File: config.mk
export PLATFORM = sky130hd
export DESIGN_NAME = axi_tcdm_bridge
export DESIGN_NICKNAME = d
export VERILOG_FILES = /design/src/rtl/renode_memory_pkg.sv /design/src/rtl/axi_tcdm_hold_reg.sv /design/src/rtl/axi_tcdm_bridge.sv
export SDC_FILE = /design/constraint.sdc
export NUM_CORES = 1
export LEC_CHECK = 0
export ABC_AREA = 1
export CORE_ASPECT_RATIO = 0.9
export CORE_UTILIZATION = 39
export DETAILED_ROUTE_END_ITERATION = 10
export PLACE_DENSITY = 0.79
export SLEW_MARGIN = 20
export SYNTH_ARGS = -nofsm -noshare
export SYNTH_HDL_FRONTEND = slang
export SYNTH_SLANG_ARGS = --single-unit
File: constraint.sdc
create_clock -name clk_i -period 1.5 [get_ports clk_i]
set_input_delay 0.225 -clock clk_i [delete_from_list [all_inputs] [get_ports clk_i]]
set_output_delay 0.225 -clock clk_i [all_outputs]
set_load 0.01 [all_outputs]
File: src/rtl/renode_memory_pkg.sv
// Shared AXI4-Lite request/response types, response codes and bridge FSM state
// encoding for the TCDM memory bridge.
package renode_memory_pkg;

    localparam int unsigned AXI_ADDR_W = 32;
    localparam int unsigned AXI_DATA_W = 64;
    localparam int unsigned AXI_STRB_W = AXI_DATA_W / 8;

    typedef enum logic [1:0] {
        RESP_OKAY   = 2'b00,
        RESP_EXOKAY = 2'b01,
        RESP_SLVERR = 2'b10,
        RESP_DECERR = 2'b11
    } axi_resp_e;

    typedef struct packed {
        logic [AXI_ADDR_W-1:0] aw_addr;
        logic                  aw_valid;
        logic [AXI_DATA_W-1:0] w_data;
        logic [AXI_STRB_W-1:0] w_strb;
        logic                  w_valid;
        logic                  b_ready;
        logic [AXI_ADDR_W-1:0] ar_addr;
        logic                  ar_valid;
        logic                  r_ready;
    } axi_lite_req_t;

    typedef struct packed {
        logic                  aw_ready;
        logic                  w_ready;
        logic                  ar_ready;
        logic                  b_valid;
        logic [1:0]            b_resp;
        logic                  r_valid;
        logic [AXI_DATA_W-1:0] r_data;
        logic [1:0]            r_resp;
    } axi_lite_resp_t;

    typedef enum logic [2:0] {
        ST_IDLE,
        ST_WR_REQ,
        ST_WR_RESP,
        ST_RD_REQ,
        ST_RD_WAIT,
        ST_RD_RESP,
        ST_ERR_WR,
        ST_ERR_RD
    } bridge_state_e;

endpackage

File: src/rtl/axi_tcdm_hold_reg.sv
// One-entry valid/ready holding register for an AXI channel payload; the
// consumer empties it with clear_i once the payload has been used.
module axi_tcdm_hold_reg #(
    parameter int unsigned W = 32
) (
    input  logic         clk_i,
    input  logic         rst_ni,
    input  logic         valid_i,
    output logic         ready_o,
    input  logic [W-1:0] data_i,
    input  logic         clear_i,
    output logic         full_o,
    output logic [W-1:0] data_o
);

    logic         full_q, full_d;
    logic         ready_q, ready_d;
    logic [W-1:0] data_q, data_d;

    // ready is a registered copy of "will be empty", so it reads 0 during reset
    // and first rises on the clock after release.
    always_comb begin
        full_d = full_q;
        data_d = data_q;
        if (clear_i) begin
            full_d = 1'b0;
        end
        if (valid_i && ready_q) begin
            full_d = 1'b1;
            data_d = data_i;
        end
        ready_d = ~full_d;
    end

    always_ff @(posedge clk_i or negedge rst_ni) begin
        if (!rst_ni) begin
            full_q  <= 1'b0;
            ready_q <= 1'b0;
            data_q  <= '0;
        end else begin
            full_q  <= full_d;
            ready_q <= ready_d;
            data_q  <= data_d;
        end
    end

    assign ready_o = ready_q;
    assign full_o  = full_q;
    assign data_o  = data_q;

endmodule

File: src/rtl/axi_tcdm_bridge.sv
// AXI4-Lite slave to TCDM master bridge: single-beat accesses, one TCDM
// transaction in flight, round-robin between eligible write and read.
module axi_tcdm_bridge
    import renode_memory_pkg::*;
#(
    parameter int unsigned       ADDR_W    = 32,
    parameter int unsigned       DATA_W    = 64,
    parameter logic [ADDR_W-1:0] BASE_ADDR = ADDR_W'(32'h0000_1000),
    parameter int unsigned       MEM_BYTES = 4096
) (
    input  logic                  clk_i,
    input  logic                  rst_ni,
    input  axi_lite_req_t         axi_req_i,
    output axi_lite_resp_t        axi_resp_o,
    output logic                  tcdm_req_o,
    input  logic                  tcdm_gnt_i,
    output logic [ADDR_W-1:0]     tcdm_add_o,
    output logic                  tcdm_wen_o,
    output logic [DATA_W/8-1:0]   tcdm_be_o,
    output logic [DATA_W-1:0]     tcdm_data_o,
    input  logic [DATA_W-1:0]     tcdm_r_data_i,
    input  logic                  tcdm_r_valid_i
);

    localparam int unsigned       STRB_W     = DATA_W / 8;
    localparam int unsigned       WP_W       = DATA_W + STRB_W;
    localparam logic [ADDR_W:0]   WIN_LO     = {1'b0, BASE_ADDR};
    localparam logic [ADDR_W:0]   WIN_HI     = WIN_LO + (ADDR_W+1)'(MEM_BYTES);
    localparam logic [ADDR_W-1:0] ALIGN_MASK = ~ADDR_W'(STRB_W - 1);

    bridge_state_e state_q, state_d;
    logic          rr_q, rr_d;              // 0: write wins a tie, 1: read wins
    logic [DATA_W-1:0] rdata_q, rdata_d;

    logic              aw_ready, aw_full, aw_clear;
    logic [ADDR_W-1:0] aw_addr_q;
    logic              w_ready, w_full, w_clear;
    logic [WP_W-1:0]   w_payload_q;
    logic [DATA_W-1:0] w_data_q;
    logic [STRB_W-1:0] w_strb_q;
    logic              ar_ready, ar_full, ar_clear;
    logic [ADDR_W-1:0] ar_addr_q;

    axi_tcdm_hold_reg #(.W(ADDR_W)) u_aw_hold (
        .clk_i   (clk_i),
        .rst_ni  (rst_ni),
        .valid_i (axi_req_i.aw_valid),
        .ready_o (aw_ready),
        .data_i  (axi_req_i.aw_addr[ADDR_W-1:0]),
        .clear_i (aw_clear),
        .full_o  (aw_full),
        .data_o  (aw_addr_q)
    );

    axi_tcdm_hold_reg #(.W(WP_W)) u_w_hold (
        .clk_i   (clk_i),
        .rst_ni  (rst_ni),
        .valid_i (axi_req_i.w_valid),
        .ready_o (w_ready),
        .data_i  ({axi_req_i.w_data[DATA_W-1:0], axi_req_i.w_strb[STRB_W-1:0]}),
        .clear_i (w_clear),
        .full_o  (w_full),
        .data_o  (w_payload_q)
    );

    axi_tcdm_hold_reg #(.W(ADDR_W)) u_ar_hold (
        .clk_i   (clk_i),
        .rst_ni  (rst_ni),
        .valid_i (axi_req_i.ar_valid),
        .ready_o (ar_ready),
        .data_i  (axi_req_i.ar_addr[ADDR_W-1:0]),
        .clear_i (ar_clear),
        .full_o  (ar_full),
        .data_o  (ar_addr_q)
    );

    assign w_data_q = w_payload_q[WP_W-1:STRB_W];
    assign w_strb_q = w_payload_q[STRB_W-1:0];

    function automatic logic in_window(input logic [ADDR_W-1:0] addr);
        logic [ADDR_W:0] a;
        a = {1'b0, addr};
        return (a >= WIN_LO) && (a < WIN_HI);
    endfunction

    // Arbitration looks through to payloads being handshaken this cycle so the
    // TCDM request can go out on the very next clock.
    logic              wr_elig, rd_elig;
    logic [ADDR_W-1:0] aw_addr_next, ar_addr_next;

    always_comb begin
        wr_elig      = (aw_full || (axi_req_i.aw_valid && aw_ready)) &&
                       (w_full  || (axi_req_i.w_valid  && w_ready));
        rd_elig      = ar_full || (axi_req_i.ar_valid && ar_ready);
        aw_addr_next = aw_full ? aw_addr_q : axi_req_i.aw_addr[ADDR_W-1:0];
        ar_addr_next = ar_full ? ar_addr_q : axi_req_i.ar_addr[ADDR_W-1:0];
    end

    always_comb begin
        state_d  = state_q;
        rr_d     = rr_q;
        rdata_d  = rdata_q;
        aw_clear = 1'b0;
        w_clear  = 1'b0;
        ar_clear = 1'b0;

        tcdm_req_o  = 1'b0;
        tcdm_wen_o  = 1'b1;
        tcdm_add_o  = '0;
        tcdm_be_o   = '0;
        tcdm_data_o = '0;

        axi_resp_o          = '0;
        axi_resp_o.aw_ready = aw_ready;
        axi_resp_o.w_ready  = w_ready;
        axi_resp_o.ar_ready = ar_ready;

        case (state_q)
            ST_IDLE: begin
                if (wr_elig && rd_elig) begin
                    rr_d = ~rr_q;
                end
                if (wr_elig && (!rd_elig || !rr_q)) begin
                    state_d = in_window(aw_addr_next) ? ST_WR_REQ : ST_ERR_WR;
                end else if (rd_elig) begin
                    state_d = in_window(ar_addr_next) ? ST_RD_REQ : ST_ERR_RD;
                end
            end
            ST_WR_REQ: begin
                tcdm_req_o  = 1'b1;
                tcdm_wen_o  = 1'b0;
                tcdm_add_o  = aw_addr_q & ALIGN_MASK;
                tcdm_be_o   = w_strb_q;
                tcdm_data_o = w_data_q;
                if (tcdm_gnt_i) begin
                    aw_clear = 1'b1;
                    w_clear  = 1'b1;
                    state_d  = ST_WR_RESP;
                end
            end
            ST_WR_RESP: begin
                axi_resp_o.b_valid = 1'b1;
                axi_resp_o.b_resp  = RESP_OKAY;
                if (axi_req_i.b_ready) begin
                    state_d = ST_IDLE;
                end
            end
            ST_RD_REQ: begin
                tcdm_req_o = 1'b1;
                tcdm_wen_o = 1'b1;
                tcdm_add_o = ar_addr_q & ALIGN_MASK;
                tcdm_be_o  = '1;
                if (tcdm_gnt_i) begin
                    ar_clear = 1'b1;
                    state_d  = ST_RD_WAIT;
                end
            end
            ST_RD_WAIT: begin
                if (tcdm_r_valid_i) begin
                    rdata_d = tcdm_r_data_i;
                    state_d = ST_RD_RESP;
                end
            end
            ST_RD_RESP: begin
                axi_resp_o.r_valid = 1'b1;
                axi_resp_o.r_data  = AXI_DATA_W'(rdata_q);
                axi_resp_o.r_resp  = RESP_OKAY;
                if (axi_req_i.r_ready) begin
                    state_d = ST_IDLE;
                end
            end
            // Out-of-window accesses hold their payload until the error
            // response is taken, so nothing new is accepted in between.
            ST_ERR_WR: begin
                axi_resp_o.b_valid = 1'b1;
                axi_resp_o.b_resp  = RESP_SLVERR;
                if (axi_req_i.b_ready) begin
                    aw_clear = 1'b1;
                    w_clear  = 1'b1;
                    state_d  = ST_IDLE;
                end
            end
            ST_ERR_RD: begin
                axi_resp_o.r_valid = 1'b1;
                axi_resp_o.r_resp  = RESP_SLVERR;
                if (axi_req_i.r_ready) begin
                    ar_clear = 1'b1;
                    state_d  = ST_IDLE;
                end
            end
            default: begin
                state_d = ST_IDLE;
            end
        endcase
    end

    always_ff @(posedge clk_i or negedge rst_ni) begin
        if (!rst_ni) begin
            state_q <= ST_IDLE;
            rr_q    <= 1'b0;
            rdata_q <= '0;
        end else begin
            state_q <= state_d;
            rr_q    <= rr_d;
            rdata_q <= rdata_d;
        end
    end

`ifndef SYNTHESIS
    r_valid_only_in_wait: assert property (
        @(posedge clk_i) disable iff (!rst_ni)
        tcdm_r_valid_i |-> (state_q == ST_RD_WAIT)
    );
`endif

endmodule

# [Word level (Yosys, flattened, before mapping)]
# Index checks and enable logic that the tools add are counted.
[word_totals] register_bits=210 elab_cells=86 output_inout_bits=179
[classes] n_reduce_logical=21 n_bitwise=4 muxes=32 n_eq_ne=13 n_lt_le_gt_ge=4
[ops] operator="2-to-1 mux 64 bit" n=2
[ops] operator=">= comparator 32 x 13 -> 1 bit (second input constant)" n=2
[ops] operator="less-than comparator 32 x 14 -> 1 bit (second input constant)" n=2
[ops] operator="2-to-1 mux 32 bit" n=2
[ops] operator="one-hot mux 32 bit (2 select lines)" n=1
[ops] operator="2-to-1 mux 3 bit" n=9
[ops] operator="one-hot mux 3 bit (6 select lines)" n=1
[ops] operator="one-hot mux 8 bit (2 select lines)" n=1
[ops] operator="equality test 3 bit (second input constant)" n=4
[ops] operator="2-to-1 mux 1 bit" n=12
[ops] operator="logical AND 1 bit" n=8
[ops] operator="equality test 3 x 2 -> 1 bit (second input constant)" n=2
[ops] operator="inequality test 2 bit (second input constant)" n=3
[ops] operator="one-hot mux 3 bit (2 select lines)" n=1
[ops] operator="AND reduction 6 bit" n=1
[ops] operator="OR reduction 2 bit" n=3
[ops] operator="logical OR 1 bit" n=4
[ops] operator="inequality test 2 x 1 -> 1 bit (second input constant)" n=2
[ops] operator="inverter 1 bit" n=4
[ops] operator="one-hot mux 1 bit (2 select lines)" n=2
[ops] operator="AND reduction 2 bit" n=2
[ops] operator="equality test 3 x 1 -> 1 bit (second input constant)" n=1
[ops] operator="zero test 3 bit" n=1
[ops] operator="inequality test 3 bit (second input constant)" n=1
[ops] operator="other kinds (2)" n=3

# [Longest topological paths before layout]
# Gate-level depths: netlist of run 1.
[logic_depth] word_depth=7 ltp_mapped=10 mapped_depth_nobuf=10

# [Modules after synthesis]
# From an unflattened synthesis of run 1, not the netlist that was laid out.
[unflattened] cells_unflattened=1352 area_unflattened_um2=10362.4
[modules_own_cells] module="axi_tcdm_bridge" area_per_inst_um2=4569.4 seq_area_each_um2=1701.6 cells_per_inst=738 n_inst=1
[modules_own_cells] module="axi_tcdm_hold_reg at u_w_hold" area_per_inst_um2=2947.8 seq_area_each_um2=1851.8 cells_per_inst=320 n_inst=1
[modules_own_cells] module="axi_tcdm_hold_reg at u_ar_hold ..." area_per_inst_um2=1422.6 seq_area_each_um2=850.8 cells_per_inst=147 n_inst=2

# [Worst setup path after synthesis of run 1]
# No wires, ideal clock.
[synth_timing] kind="register to output" start="reg state_q[2]" end="out tcdm_add_o[14]" stages_incl_launch_ff=6 arrival_time_ns=1.336 n_path_buf=2 slack_ns=-0.061 cell_sequence="dfrtp_1 -> buf_4 -> nor3_4 -> inv_2 -> clkbuf_1 -> o21ai_0"
[synth_between] elab_chain_len=2 elab_cells_between_ends=3 classes_between="eq/ne: 2; mux: 1"
[synth_rtl] item="start, declared" line_no="axi_tcdm_bridge.sv:31" source="bridge_state_e state_q, state_d;"
[synth_rtl] item="start signal, assigned" line_no="axi_tcdm_bridge.sv:203" source="state_q <= state_d;"
[synth_rtl] item="equality test 3 x 2 -> 1 bit / equality test 3 x 1 -> 1 bit (equally long branches)" line_no="axi_tcdm_bridge.sv:118" source="case (state_q)"
[synth_rtl] item="one-hot mux 32 bit (2 select lines) (*)" line_no="axi_tcdm_bridge.sv:118"
[synth_rtl] item="end, declared" line_no="axi_tcdm_bridge.sv:17" source="output logic [ADDR_W-1:0] tcdm_add_o,"
# Mark *: on every way between the ends. The rest lies on a longest branch, timed or not.

==> results.yml, run 1 <==
outcome:
  status: "finished, violations left"
  violations: "setup timing"
critical_path:
  cp.required_ps: 1270
  reg2reg_slack_ps: -270
  timing.rr.start: "state_q[2]"
  crit_arrival_ps: 1840
  r2r_end: "rdata_q[33]"
  cp-end-kind: "output port"
  reg2reg_depth: 8
  worstSetupPathType: "reg -> out"
  start_kind: "flip-flop"
  cp_max_fo: 8
power_and_ir_drop:
  peakVddDrop_uv: 967
  power.switching_mw: 10.3
  powerDensity_nw_per_um2: 1780
  seq_power_share: 0.349
  p_int_mw: 16.4
  p_leak_nw: 7.44
  combPwrFrac: 0.458
  p_sw_frac: 0.386
  power_mw: 26.7
  p_clk_frac: 0.193
synthesis:
  synthesis.area_um2: 9220
  synth-seq-cells: 204
  synth_fa_ha_area_frac: 0
  synth-compound-area-share: 0.106
  synth_cell_types: 26
  yosys.area_share.simple: 0.181
  synth-seq-area-share: 0.554
  synthXorXnorAreaFrac: 0.000950
  postSynthAreaPerCell_um2: 8.44
  synthMuxAreaShare: 0.0550
  synth_top_family_by_area: "simple AND/OR/NAND/NOR gates"
  synthCells: 1093
  yosysWarnings: 0
timing:
  layout_min_cycle_time_ps: 2060
  rsz0062_at_grt: "true"
  min_period_over_period: 1.38
  fmax_ghz: 0.485
  setup_ws_ps: -563
  fin_worst_skew_ps: 10.6
  setup_viol: 245
  holdWs_ps: 217
  hold_viol_final: 0
  fin_setup_tns_ps: -95520
  drv_slew: 0
cts:
  clk_pin_slew_ps: 60
  cts.htree.levels: 1
  numCtsBuffers: 23
  cts_tree: "done"
  cts-root-buf: "clkbuf_16"
  clock_path_buffers: 3
  clock_sinks: 204
  insertion_delay_ps: 500
placed_design:
  dpl_cell_area_um2: 13500
  hpwlAfterDp_um: 20700
  dp.cells: 1753
  gp_congestion: 0.870
  dp_slack_ps: -474
  io_buffers: 376
job:
  drv_cap: 0
routing:
  first_pass_iters: 7
  wl_per_cell_um: 17.9
  via_per_inst: 4.91
  drc: 0
  detail-route-antenna-nets: 0
  drt_wl_total_um: 32600
  vias: 8938
  drt_iter0_markers: 501
finish:
  drive_gt1_frac: 0.299
  stdcell_count: 1821
  num-nets-final: 1717
  post-route-util: 0.657
  postLayoutCellArea_um2: 15000
  area_growth_syn_to_layout_pct: 62.7
  antenna_cells: 0
floorplanning:
  die_w_um: 164
  coreArea_um2: 22800
  initial_core_util: 0.404
  dieHeight_um: 148
  dieArea_um2: 24300
  num_io_pins: 388
  rows: 52
global_route:
  grt_usage: 0.239
  grt_pass1_vias: 8490
  antenna_found_initial: 0
  grt_pass1_wl_um: 45200
  grt_start_max_net_pins: 77
  overflow: 0
worst_hold_path:
  hold_path.class: "in -> async"
cells in the final DEF, fill, tap and decap left out, types with 40 or more instances in the layout:
| cell type | netlist | layout |
|---|---|---|
| nor2_1 | 243 | 153 |
| dfrtp_1 | 204 | 203 |
| o21ai_0 | 83 | 77 |
| nor2_4 | 0 | 50 |
| nand2_1 | 166 | 147 |
| buf_2 | 14 | 103 |
| mux2_2 | 45 | 45 |
| clkdlybuf4s50_1 | 0 | 204 |
| inv_1 | 165 | 162 |
| a21oi_1 | 71 | 71 |
| nor2_2 | 0 | 40 |
| buf_6 | 1 | 79 |
critical path, cell delays in order (launching register included):
cell and delay, ps:
dfrtp_1 410, inv_2 130, buf_6 120, nand3_4 80, buf_12 170, clkbuf_16 180, nor2_1 90, buf_2 150
kinds of logic (layout without fill, tap and decap cells):
logic type,after synthesis,after routing
AO/OA/AOI/OAI,179,179
other,1,5
multiplexers,45,45
buffers and inverters,233,660
XOR/XNOR,1,1
AND/OR/NAND/NOR,430,430
flip-flops,204,204
metal layers:
layer,share of wire,GRT usage
met5,0,0
met2,0.50,0.405
met1,0.39,0.306
met3,0.071,0.0446
met4,0.037,0.0778
area by class of cell:
class	instances	area [um^2]
multi-input cells	660	3840
flip-flops and latches	204	5110
repair buffers	451	4360
clock buffers	30	602
fillers	1763	7830
well taps	297	372
inverters	168	642
clock inverters	11	73.8
how the worst max path moves through the flow:
| stage | startpoint | depth (start not counted) | to | slack [ps] |
|---|---|---|---|---|
| final | state_q[1] | 7 | axi_resp_o[54] | -560 |
| after global routing | state_q[1] | 7 | axi_resp_o[64] | -620 |
| after CTS | state_q[0] | 9 | tcdm_add_o[12] | -600 |
| after detailed placement | state_q[2] | 5 | tcdm_data_o[21] | -470 |
| after global placement | state_q[2] | 5 | tcdm_add_o[12] | -430 |
| after floorplan | state_q[2] | 5 | tcdm_add_o[14] | -60 |
registers in the layout, indices dropped and copies added, names as in the netlist, 3 cells and up:
name	flops
u_aw_hold.data_o	29
state_q	3
rdata_q	64
u_w_hold.data_o	72
u_ar_hold.data_o	29
cell usage after synthesis (all sizes together):
cell / n / area share
nor2: 243 / 0.099
dfrtp: 204 / 0.55
inv: 168 / 0.068
nand2: 166 / 0.068
o21ai: 84 / 0.046
a21oi: 71 / 0.039
mux2: 45 / 0.055
clkbuf: 33 / 0.013
buf: 32 / 0.021
a22o: 20 / 0.019
nand3: 10 / 0.0054
nor3: 6 / 0.0057
nand4: 3 / 0.0020
o22ai: 2 / 0.0014
a21boi: 1 / 0.00081
and2: 1 / 0.00068
conb: 1 / 0.00041
nand3b: 1 / 0.00081
o21a: 1 / 0.00081
xnor2: 1 / 0.00095
power by group through the flow:
stage                     clock [mW]  combinational [mW]  sequential, mW
after global placement             0                9.84            9.18
after CTS                       5.26                10.2            9.24
after global routing            5.45                13.2            9.57
final                           5.17                12.2            9.32
after detailed placement           0                10.1            9.30
after floorplan                    0                5.62            8.95
what timing repair did:
| action | CTS | global route |
|---|---|---|
| buffers inserted | 10 | 1 |
| setup endpoints to repair | 247 | 246 |
| cloned | 7 | 12 |
| endpoints found under the hold margin | 31 | 0 |
| pin swaps | 5 | 7 |
| gates resized for setup | 671 | 308 |
| hold buffers | 1 | 0 |
Note: power is estimated with default switching activity, not from simulation.
==> run 2: changes to the inputs <==
--- a/config.mk
+++ b/config.mk
@@ -10,7 +10,7 @@
 export CORE_UTILIZATION = 39
 export DETAILED_ROUTE_END_ITERATION = 10
 export PLACE_DENSITY = 0.79
-export SLEW_MARGIN = 20
+export SLEW_MARGIN = 0
 export SYNTH_ARGS = -nofsm -noshare
 export SYNTH_HDL_FRONTEND = slang
 export SYNTH_SLANG_ARGS = --single-unit
==> results of run 2 <==
Same layout as run 1: the final DEF is identical, and so are final timing and power.
